--- src/rtl/uart_pkg.sv ---
// Shared types and oversampling constants for the UART receive path.
package uart_pkg;

    typedef enum logic [2:0] {
        RX_IDLE,
        RX_START,
        RX_DATA,
        RX_PARITY,
        RX_STOP
    } rx_state_t;

    localparam int unsigned OVERSAMPLE  = 16;
    localparam int unsigned MID_SAMPLE  = 7;
    localparam int unsigned LAST_SAMPLE = 15;

endpackage

--- src/rtl/uart_rx_sync.sv ---
// Two-flop synchronizer for the asynchronous serial line; resets to idle-high.
module uart_rx_sync (
    input  logic clk,
    input  logic rst,
    input  logic rx_in,
    output logic rx_s
);

    logic meta;

    always_ff @(posedge clk or posedge rst) begin
        if (rst) begin
            meta <= 1'b1;
            rx_s <= 1'b1;
        end else begin
            meta <= rx_in;
            rx_s <= meta;
        end
    end

endmodule

--- src/rtl/uart_rx.sv ---
// 16x-oversampled UART receiver: start, DATA_LEN data bits LSB first, parity, stop.
module uart_rx
    import uart_pkg::*;
#(
    parameter int unsigned DATA_LEN    = 8,
    parameter int unsigned PARITY_TYPE = 1
) (
    input  logic                clk,
    input  logic                rst,
    input  logic                baud_tick_rx,
    input  logic                rx_in,
    output logic [DATA_LEN-1:0] rx_data,
    output logic                rx_valid,
    output logic                parity_err,
    output logic                frame_err,
    output logic                rx_busy
);

    localparam int unsigned CW = $clog2(OVERSAMPLE);
    localparam int unsigned BW = $clog2(DATA_LEN);

    localparam logic [CW-1:0] TICK_MID  = CW'(MID_SAMPLE);
    localparam logic [CW-1:0] TICK_LAST = CW'(LAST_SAMPLE);
    localparam logic [BW-1:0] LAST_BIT  = BW'(DATA_LEN - 1);

    rx_state_t           state;
    logic                rx_s;
    logic                prev;
    logic [CW-1:0]       tick_cnt;
    logic [BW-1:0]       bit_cnt;
    logic [DATA_LEN-1:0] shift_reg;
    logic                par_bit;
    logic                exp_par;

    uart_rx_sync u_sync (
        .clk   (clk),
        .rst   (rst),
        .rx_in (rx_in),
        .rx_s  (rx_s)
    );

    assign exp_par = (PARITY_TYPE != 0) ? ^shift_reg : ~^shift_reg;
    assign rx_busy = (state != RX_IDLE);

    always_ff @(posedge clk or posedge rst) begin
        if (rst) begin
            state      <= RX_IDLE;
            prev       <= 1'b1;
            tick_cnt   <= '0;
            bit_cnt    <= '0;
            shift_reg  <= '0;
            par_bit    <= 1'b0;
            rx_data    <= '0;
            rx_valid   <= 1'b0;
            parity_err <= 1'b0;
            frame_err  <= 1'b0;
        end else begin
            rx_valid <= 1'b0;
            if (baud_tick_rx) begin
                case (state)
                    RX_IDLE: begin
                        prev <= rx_s;
                        if (prev && !rx_s) begin
                            state    <= RX_START;
                            tick_cnt <= '0;
                        end
                    end
                    RX_START: begin
                        if (tick_cnt == TICK_MID) begin
                            tick_cnt <= '0;
                            if (!rx_s) begin
                                state   <= RX_DATA;
                                bit_cnt <= '0;
                            end else begin
                                // Start bit gone by mid-bit: treat as a glitch.
                                state <= RX_IDLE;
                                prev  <= 1'b1;
                            end
                        end else begin
                            tick_cnt <= tick_cnt + 1'b1;
                        end
                    end
                    RX_DATA: begin
                        tick_cnt <= tick_cnt + 1'b1;
                        if (tick_cnt == TICK_LAST) begin
                            shift_reg <= {rx_s, shift_reg[DATA_LEN-1:1]};
                            if (bit_cnt == LAST_BIT) begin
                                state <= RX_PARITY;
                            end else begin
                                bit_cnt <= bit_cnt + 1'b1;
                            end
                        end
                    end
                    RX_PARITY: begin
                        tick_cnt <= tick_cnt + 1'b1;
                        if (tick_cnt == TICK_LAST) begin
                            par_bit <= rx_s;
                            state   <= RX_STOP;
                        end
                    end
                    RX_STOP: begin
                        tick_cnt <= tick_cnt + 1'b1;
                        if (tick_cnt == TICK_LAST) begin
                            state      <= RX_IDLE;
                            // A low stop bit leaves prev low, so a stuck line cannot re-trigger.
                            prev       <= rx_s;
                            rx_data    <= shift_reg;
                            parity_err <= (par_bit != exp_par);
                            frame_err  <= ~rx_s;
                            rx_valid   <= 1'b1;
                        end
                    end
                    default: state <= RX_IDLE;
                endcase
            end
        end
    end

endmodule

--- config.mk ---
export PLATFORM = sky130hd
export DESIGN_NAME = uart_rx
export DESIGN_NICKNAME = d
export VERILOG_FILES = /design/src/rtl/uart_pkg.sv /design/src/rtl/uart_rx_sync.sv /design/src/rtl/uart_rx.sv
export SDC_FILE = /design/constraint.sdc
export NUM_CORES = 1
export LEC_CHECK = 0
export ABC_AREA = 1
export CORE_MARGIN = 3
export CORE_UTILIZATION = 40
export CTS_CLUSTER_DIAMETER = 80
export DETAILED_ROUTE_END_ITERATION = 7
export PLACE_DENSITY = 0.6
export REMOVE_ABC_BUFFERS = 1
export SETUP_SLACK_MARGIN = 0.2
export SKIP_LAST_GASP = 1
export SYNTH_ARGS = -nofsm -noshare
export SYNTH_HDL_FRONTEND = slang
export SYNTH_SLANG_ARGS = --single-unit
export TNS_END_PERCENT = 1
--- constraint.sdc ---
create_clock -name clk -period 2.7 [get_ports clk]
set_clock_uncertainty 0.15 [all_clocks]
set_input_delay 0.27 -clock clk [delete_from_list [all_inputs] [get_ports clk]]
set_output_delay 0.27 -clock clk [all_outputs]
set_load 0.005 [all_outputs]
Word level (Yosys, flattened, before mapping):

Cells that the tools add are included.

* input bits: 4
* output and inout bits: 12
* register bits after elaboration: 33
* word-level logic and storage cells: 71

* equality and inequality tests: 17
* reduce and logical (&&, ||, !) cells: 16
* mux-type cells: 23
* bitwise logic cells: 1
* add/sub/neg operators: 2

Operators by type and width (count)
* $mux 3: 10
* $ne 2x2->1 const B: 8
* $pmux 3 s5: 1
* $pmux 4 s3: 1
* $reduce_and 3->1: 4
* $reduce_bool 3->1: 3
* $mux 4: 2
* $reduce_xor 8->1: 1
* $reduce_and 7->1: 1
* $eq 3x2->1 const B: 2
* $eq 3x3->1 const B: 2
* $mux 1: 6
* $pmux 3 s2: 1
* $reduce_and 6->1: 1
* $reduce_and 5->1: 1
* $add 4x1->4 const B: 1
* $eq 4x3->1 const B: 1
* $eq 4x4->1 const B: 1
* $add 3x1->3 const B: 1
* $eq 3x1->1 const B: 1
* $logic_not 3->1: 1
* $pmux 1 s3: 1
* $reduce_or 3->1: 1
* $mux 2: 1
* 6 further kinds: 6

Logic depth before layout (Yosys ltp):

Gate-level depths: netlist of the first run.

* word-level depth: 4
* gate-level depth with buffers: 10
* gate-level depth less buffers: 10

Cells and area by module:

Synthesis of the first run repeated with hierarchy kept, for this count alone.

* cell total of the unflattened synthesis: 210
* area total of the unflattened synthesis: 1710.4 sq um

By module, submodules not included
* uart_rx: cells an instance 207, area an instance 1654.1 sq um, instances 1, sequential area each 777.0 sq um
* uart_rx_sync: cells an instance 3, area an instance 56.3 sq um, instances 1, sequential area each 52.6 sq um

Worst setup path before layout of the first run:

Ideal clock, no wire load.

* kind: reg2reg
* from: register tick_cnt[1]
* to: register shift_reg[2]
* clock period less this slack: 1506 ps
* library setup time: 118 ps
* path slack: 1194 ps
* stages on the path, launching flop included: 10
* path buffers: 1
* data arrival time: 1237 ps
* required time: 2432 ps
* cell sequence: dfrtp_1 ha_1 nand2_1 nor2_2 inv_2 nor2_8 nand2_2 buf_6 nand2_1 o21ai_2

* cells in the longest elaborated chain, start to end: 2

RTL lines
* start, declared: RTL line uart_rx.sv:29 `logic [CW-1:0] tick_cnt;`
* start signal, assigned: RTL line uart_rx.sv:80 `tick_cnt <= tick_cnt + 1'b1;`
* start signal, assigned: RTL line uart_rx.sv:84 `tick_cnt <= tick_cnt + 1'b1;`
* start signal, assigned: RTL line uart_rx.sv:95 `tick_cnt <= tick_cnt + 1'b1;`
* $eq 4x4->1: RTL line uart_rx.sv:85 `if (tick_cnt == TICK_LAST) begin`
* $reduce_and 3->1 (no source line)
* end signal, assigned: RTL line uart_rx.sv:86 `shift_reg <= {rx_s, shift_reg[DATA_LEN-1:1]};`
* end, declared: RTL line uart_rx.sv:31 `logic [DATA_LEN-1:0] shift_reg;`

Every way passes these cells.
A chain may end at the register's enable or synchronous reset.

Worst setup path after layout of the first run:

* from: register state[1]
* to: output port rx_busy

* cells in the longest elaborated chain, start to end: 1

RTL lines
* start, declared: RTL line uart_rx.sv:26 `rx_state_t state;`
* start signal, assigned: RTL line uart_rx.sv:47 `state <= RX_IDLE;`
* start signal, assigned: RTL line uart_rx.sv:64 `state <= RX_START;`
* start signal, assigned: RTL line uart_rx.sv:72 `state <= RX_DATA;`
* $reduce_bool 3->1: RTL line uart_rx.sv:43 `assign rx_busy = (state != RX_IDLE);`
* end, declared: RTL line uart_rx.sv:16 `output logic rx_busy`

Every way passes these cells.

==> results of run 1 <==
-- layout make-up --
type	count	area [um^2]	area share (%)
Timing Repair Buffer	16	157.7	7.875
Clock buffer	7	86.33	4.313
Clock inverter	1	30.03	1.500
Sequential cell	33	829.5	41.44
Tap cell	50	62.56	3.125
Inverter	26	97.59	4.875
Multi-Input combinational cell	139	738.2	36.88
-- layer usage --
layer  vias to the layer above  share of wire (%)
met5                         -                  0
met4                         0                2.7
met3                         8                4.3
met2                        21                 43
met1                       539                 50
li1                        676                  -
-- cell usage after synthesis --
cell and number:
a21oi_1 2, a21oi_4 1, a31oi_1 2, buf_2 1
buf_6 2, dfrtp_1 30, dfstp_2 3, ha_1 3
inv_1 20, inv_2 6, nand2_1 67, nand2_2 8
nand3_1 15, nand3_2 1, nand3b_4 1, nor2_1 5
nor2_2 6, nor2_8 1, nor3_2 1, o21ai_0 1
o21ai_1 14, o21ai_2 8, or2_2 1, xnor2_1 2
-- final timing paths --
kind,start,endpoint,depth (start not counted)
max reg2reg,tick_cnt[1]$_DFFE_PP0P_,parity_err$_DFFE_PP0P_,9
max in group asynchronous,rst,u_sync.meta$_DFF_PP1_,3
min,u_sync.meta$_DFF_PP1_,u_sync.rx_s$_DFF_PP1_,0
max,state[1]$_DFFE_PP0P_,rx_busy,3
min reg2reg,u_sync.meta$_DFF_PP1_,u_sync.rx_s$_DFF_PP1_,0
min in group asynchronous,rst,rx_data[1]$_DFFE_PP0P_,3
-- through the flow --
step                total power, mW  hold slack, ps  util [%]
finish                        1.572           202.6     49.69
global placement              1.101           196.4     46.80
floorplan                    0.9962           124.5         -
global route                  1.694           203.9     49.69
detailed placement            1.106           203.5     46.80
CTS                           1.592           206.5     49.69
-- power by group through the flow --
stage / clock network [mW] / logic [mW] / registers (mW)
3_5_place_dp: 0 / 0.482 / 0.624
2_1_floorplan: 0 / 0.381 / 0.615
4_1_cts: 0.492 / 0.485 / 0.616
3_3_place_gp: 0 / 0.476 / 0.625
5_1_grt: 0.514 / 0.552 / 0.628
6_report: 0.478 / 0.478 / 0.617
-- critical path, cell delays in order (launching register included) --
cell and delay [ps]:
dfrtp_1 420, nor2_2 180, nand2_1 90, clkdlybuf4s50_1 460
-- cell families after synthesis --
group | count (synthesis) | synth area share [%]
buffers and inverters | 29 | 7.390
adder cells (fa/ha/maj) | 3 | 2.218
flip-flops | 33 | 49.00
AND/OR/NAND/NOR | 106 | 29.49
AO/OA/AOI/OAI | 28 | 10.86
XOR/XNOR | 2 | 1.035
==> results.toml, run 1 <==
[route]
dr.pass1.iters = 4
drc = 0
first_iter_violations = 74
via_count = 1244
vias_per_cell = 4.574
routed_wl_um = 2862
wl_per_cell_um = 10.52
ant_nets = 0

[grt]
gr-usage-all-layers_pct = 13.27
grt_pass1_wl_um = 5237
grt_use_met2_pct = 20.08
grt_pass1_vias = 1196
use_met3_pct = 3.551
antenna_found_initial = 0
use_met1_pct = 17.15
gr-total-overflow = 0
grt_max_degree = 34
top_usage_layer = "met2"

[critical_path]
path_max_fanout = 4
cp-start-kind = "register"
cp-end-kind = "primary output"
arrival_ps = 1440
r2r_setup_slack_ps = 990
required_ps = 2280
criticalPathCategory = "register to primary output"

[layout]
final_common_cell = "nand2_1"
final_cell_mix = "nand2_1 (67), dfrtp_1 (30), inv_1 (20)"
fin_area_um2 = 2002
insertedDiodeCount = 0
areaGrowthSynthToFinish_pct = 18.26
fin_nets = 228
drive_above_1_share_pct = 20.27
num-fill-cells = 402
final_cells = 272

[synthesis]
synth_area_per_cell_um2 = 8.422
netlist.area_leader.share_pct = 44.35
yosysSeqAreaShare_pct = 49.00
synthesis.instances = 201
yosys_warnings = 0
synth_top_area_cell = "dfrtp_1"
synthTopCellsByArea = "dfrtp_1 (44%), nand2_1 (15%), dfstp_2 (4.7%)"
syn_area_um2 = 1693
ys_ff_latch = 33
synth.distinct_cells = 24

[timing]
maxSlewViolCount = 0
layout_setup_ws_ps = 842.8
worst_pin_slew_ps = 410.9
post-route-period-util_pct = 68.79
setup_viol = 0
rsz0062_at_grt = "false"
setup_tns_ps = 0
period_needed_ps = 1857
final_hold_viol_count = 0
max_freq_ghz = 0.5384
slew_headroom_pct = 72.61

[floorplanning]
die_x_um = 71.06
die_h_um = 71.06
die_area_um2 = 5049
core_region_area_um2 = 4029
initial_core_util_pct = 42.02
io_pins = 16
rows = 23

[pwr]
peakVddDrop_v = 0.0004705
swShare_pct = 34.17
pwr-share-comb_pct = 30.4
power_frac_clock_pct = 30.4
p_seq_share_pct = 39.2
internal-power_mw = 1.035
p_per_area_nw_per_um2 = 785.4
power_switching_mw = 0.5373
power.leakage_nw = 0.9651

[clocking]
clkTransAtPathRegs_ps = 70
cts-resized-gates = 0
cts_hold_buf = 0
clk_latency_ps = 290
clkSinkCount = 33
cts-buffers-inserted = 5
cts_setup_buffers = 0
tritoncts = "built"
htree_levels = 2
clockBufferDepth = 2
clockRootBuffer = "clkbuf_8"

[placement]
place_area_um2 = 1886
dp_hpwl_um = 2045
io_buffer_count = 15
gp_congestion = 0.8086
dp_cells = 264
post-place-ws_ps = 893.9

[hold_path]
min_path_type = "register to register"

[flow_run]
cap_violations = 0

[run_status]
status = "completed"
(Power assumes the default switching activity.)
==> run 2, diff against run 1 <==
==> constraint.sdc (replaced) <==
create_clock -name clk -period 1.85 [get_ports clk]
set_clock_uncertainty 0.15 [all_clocks]
set_input_delay 0.185 -clock clk [delete_from_list [all_inputs] [get_ports clk]]
set_output_delay 0.185 -clock clk [all_outputs]
set_load 0.005 [all_outputs]
==> results.toml, run 2 (same netlist as run 1, synthesis figures left out) <==
[run_status]
status = "completed"

[timing]
max_freq_ghz = 0.5969
worst_pin_slew_ps = 406.4
final_hold_viol_count = 0
post-route-period-util_pct = 90.55
rsz0062_at_grt = "true"
layout_setup_ws_ps = 174.7
slew_headroom_pct = 72.91
setup_viol = 0
maxSlewViolCount = 0
setup_tns_ps = 0
period_needed_ps = 1675

[layout]
drive_above_1_share_pct = 23.45
areaGrowthSynthToFinish_pct = 20.99
insertedDiodeCount = 0
final_common_cell = "nand2_1"
fin_nets = 232
final_cell_mix = "nand2_1 (66), dfrtp_1 (29), inv_1 (20)"

[grt]
antenna_found_initial = 0
top_usage_layer = "met2"
use_met3_pct = 3.125
grt_pass1_vias = 1225
gr-usage-all-layers_pct = 13.47
use_met1_pct = 16.47
grt_use_met2_pct = 21.83
grt_pass1_wl_um = 5354
gr-total-overflow = 0
grt_max_degree = 34

[flow_run]
cap_violations = 0

[floorplanning]
io_pins = 16
rows = 23
die_x_um = 71.06
die_area_um2 = 5049
initial_core_util_pct = 42.02
die_h_um = 71.06
core_region_area_um2 = 4029

[route]
vias_per_cell = 4.674
first_iter_violations = 66
dr.pass1.iters = 4
routed_wl_um = 2979
drc = 0
via_count = 1290
ant_nets = 0
wl_per_cell_um = 10.79

[critical_path]
cpMaxStageDelayCell = "dfrtp_1"
criticalPathCategory = "register to register"
max_stage_delay_ps = 380
cp-start-kind = "register"
cp-end-kind = "register"
required_ps = 1870
arrival_ps = 1690
path_cells = "ha_2, nand2_2, nor2_4, inv_4, nand2_4, o21ai_1, nor2_2, nand2_2, nand2_1, nand2_1"
path_max_fanout = 5
path_delay_family = "simple AND/OR/NAND/NOR gates"
timing.critical_path.buf_inv = 1

[clocking]
cts-buffers-inserted = 5
clkSinkCount = 33
clockBufferDepth = 2
tritoncts = "built"
clockRootBuffer = "clkbuf_8"
cts_hold_buf = 0
clkTransAtPathRegs_ps = 70
htree_levels = 2
clk_latency_ps = 280

[placement]
dp_hpwl_um = 2123
io_buffer_count = 15
post-place-ws_ps = 139.4
gp_congestion = 0.7940

[hold_path]
min_path_type = "primary input to asynchronous set/reset pin"

[pwr]
peakVddDrop_v = 0.0006635
p_per_area_nw_per_um2 = 1104
power.leakage_nw = 1.018
-- run 2: cell count changes in the layout (fill, tap and decap cells not counted), sizes merged --
cell / before / now
clkinv: 0 / 1
dlymetal6s2s: 0 / 1
clkdlybuf4s50: 15 / 14
buf: 1 / 5
bufinv: 1 / 0
-- run 2: area by class of cell --
cell class,instances,area (um^2)
Clock buffer,7,96.34
Timing Repair Buffer,20,190.2
Multi-Input combinational cell,139,763.2
Fill cell,407,1981
Sequential cell,33,830.8
Tap cell,50,62.56
Clock inverter,1,5.005
Inverter,26,100.1
-- run 2: final timing paths --
path,start,end,slack (ps),cells past startpoint
max,tick_cnt[1]$_DFFE_PP0P_,state[1]$_DFFE_PP0P_,170,10
min reg2reg,u_sync.meta$_DFF_PP1_,u_sync.rx_s$_DFF_PP1_,210,0
min,rst,rx_data[5]$_DFFE_PP0P_,140,3
max in group asynchronous,rst,u_sync.meta$_DFF_PP1_,1090,3
max reg2reg,tick_cnt[1]$_DFFE_PP0P_,state[1]$_DFFE_PP0P_,170,10
min in group clk,rx_in,u_sync.meta$_DFF_PP1_,160,1
-- run 2: worst min-delay path, cell delays in order --
cell and delay [ps]:
clkdlybuf4s50_1 390, inv_1 50, buf_4 360
-- run 2: stage by stage --
stage / std cells / hold WS (ps) / power [mW] / cell area, um^2 / utilization (%)
4_1_cts: 275 / 144.5 / 2.278 / 2016 / 50.03
2_1_floorplan: 198 / 39.48 / 1.454 / 1665 / -
6_report: 276 / 135.9 / 2.262 / 2048 / 50.84
3_3_place_gp: 264 / 196.9 / 1.621 / 1886 / 46.80
5_1_grt: 276 / 149.1 / 2.441 / 2048 / 50.84
3_5_place_dp: 264 / 199.3 / 1.619 / 1886 / 46.80
-- run 2: per-layer routing --
layer / vias to the layer above / wire (um)
met3: 4 / 93
li1: 683 / -
met4: 0 / 36
met1: 587 / 1446
met2: 16 / 1403
met5: - / 0
-- run 2: what timing repair did --
action                                  CTS  global route
gates cloned                              0             0
endpoints found under the setup margin   20            25
resized for setup                         2             7
setup buffers                             3             1
pin swaps                                 1             4
-- run 2: power by group --
part	total (mW)	internal, mW	switching, mW
clock	0.595	0.336	0.259
sequential	0.900	0.822	0.0783
combinational	0.767	0.292	0.475
total	2.26	1.45	0.812
==> run 3, diff against run 2 <==
==> constraint.sdc (replaced) <==
create_clock -name clk -period 1.85 [get_ports clk]
set_clock_uncertainty 0.15 [all_clocks]
set_input_delay 0.185 -clock clk [delete_from_list [all_inputs] [get_ports clk]]
set_output_delay 0.185 -clock clk [all_outputs]
set_load 0.05 [all_outputs]
==> results.toml, run 3 (same netlist as run 1, synthesis figures left out) <==
[route]
met2_wirelength_um = 1304
drc = 0
routed_wl_um = 2927
ant_nets = 0
dr.pass1.iters = 4
wl_met3_um = 123
via_count = 1263
met1Wirelength_um = 1451
top_layer = "met4"
vias_per_cell = 4.643
first_iter_violations = 55
wl_per_cell_um = 10.76

[clocking]
tritoncts = "built"
cts-buffers-inserted = 5
clockBufferDepth = 2
clkTransAtPathRegs_ps = 70
clockRootBuffer = "clkbuf_8"
clk_latency_ps = 290
cts_setup_buffers = 0
htree_levels = 2
clkSinkCount = 33

[placement]
gp_congestion = 0.8049
dp_cells = 264
dp_hpwl_um = 2091
io_buffer_count = 15

[floorplanning]
io_pins = 16
die_x_um = 71.06
initial_core_util_pct = 42.02
die_h_um = 71.06
die_area_um2 = 5049
rows = 23
core_region_area_um2 = 4029

[timing]
rsz0062_at_grt = "true"
setup_viol = 0
max_freq_ghz = 0.5609
final_hold_viol_count = 0
worst_pin_slew_ps = 496.6
period_needed_ps = 1783
setup_tns_ps = 0
post-route-period-util_pct = 96.37
slew_headroom_pct = 66.84
fin_hold_ws_ps = 131.1
maxSlewViolCount = 0

[critical_path]
r2r_setup_slack_ps = 220
crit_end = "rx_data[1]"
arrival_ps = 1450
cpMaxStageDelayCell = "clkdlybuf4s50_1"
path_cells = "clkdlybuf4s50_1"
cp-end-kind = "primary output"
timing.critical_path.buf_inv = 1
cp-start-kind = "register"
critical_path_depth = 1
path_delay_family = "buffers and inverters"
max_stage_delay_ps = 800
path_max_fanout = 2
required_ps = 1510
rr_endpoint = "state[2]$_DFFE_PP0P_"
worstReg2RegStart = "tick_cnt[1]$_DFFE_PP0P_"
setup.worst_path.start = "rx_data[1]$_DFFE_PP0P_"
reg2reg_depth = 10
criticalPathCategory = "register to primary output"

[run_status]
status = "completed"

[pwr]
peakVddDrop_v = 0.001121
power.leakage_nw = 1.013
p_per_area_nw_per_um2 = 1127
power_mw = 2.241

[grt]
grt_pass1_vias = 1242
gr-total-overflow = 0
antenna_found_initial = 0
gr-usage-all-layers_pct = 13.72
grt_max_degree = 34
grt_pass1_wl_um = 5457

[layout]
fin_nets = 228
final_cells = 272
insertedDiodeCount = 0
final_common_cell = "nand2_1"
final_cell_mix = "nand2_1 (67), dfrtp_1 (30), inv_1 (20)"
drive_above_1_share_pct = 22.07
areaGrowthSynthToFinish_pct = 17.44

[hold_path]
min_path_type = "primary input to asynchronous set/reset pin"

[flow_run]
cap_violations = 0
-- run 3: worst min path at each step --
stage | from | end | slack (ps) | depth (start not counted)
final | rst | rx_data[2]$_DFFE_PP0P_ | 130 | 3
after global routing | rx_in | u_sync.meta$_DFF_PP1_ | 140 | 1
after CTS | rst | rx_data[1]$_DFFE_PP0P_ | 140 | 3
after detailed placement | u_sync.meta$_DFF_PP1_ | u_sync.rx_s$_DFF_PP1_ | 200 | 0
after global placement | u_sync.meta$_DFF_PP1_ | u_sync.rx_s$_DFF_PP1_ | 200 | 0
after floorplan | rx_in | u_sync.meta$_DFF_PP1_ | 40 | 0
-- run 3: power breakdown --
part           internal [mW]  switching (mW)  total [mW]
clock                  0.260           0.277       0.536
combinational          0.288           0.520       0.808
sequential             0.819          0.0786       0.898
-- run 3: per-stage QoR --
step | setup slack (ps) | instance area [um^2] | utilization [%]
final | 67.17 | 1988 | 49.35
after global routing | 31.77 | 1988 | 49.35
after CTS | 55.54 | 1976 | 49.04
after detailed placement | 104.5 | 1891 | 46.93
after global placement | 121.7 | 1891 | 46.93
after floorplan | 298.6 | 1665 | -
-- run 3: routing by layer --
metal | vias up | track usage, %
met5 | - | 0
li1 | 672 | -
met4 | 0 | 5.010
met3 | 4 | 5.256
met2 | 16 | 21.32
met1 | 571 | 17.42
-- run 3: final cells by class --
cell class              count  area (um^2)
well taps                  50        62.56
multi-input cells         139        748.2
clock inverters             3        17.52
inverters                  26        97.59
flip-flops and latches     33        829.5
fillers                   399         2041
repair buffers             16        163.9
clock buffers               5        68.82
-- run 3: timing repair --
action                                  CTS  global route
endpoints found under the setup margin   27            34
hold buffers                              0             0
pin swaps                                 0             0
resized for setup                         1             3
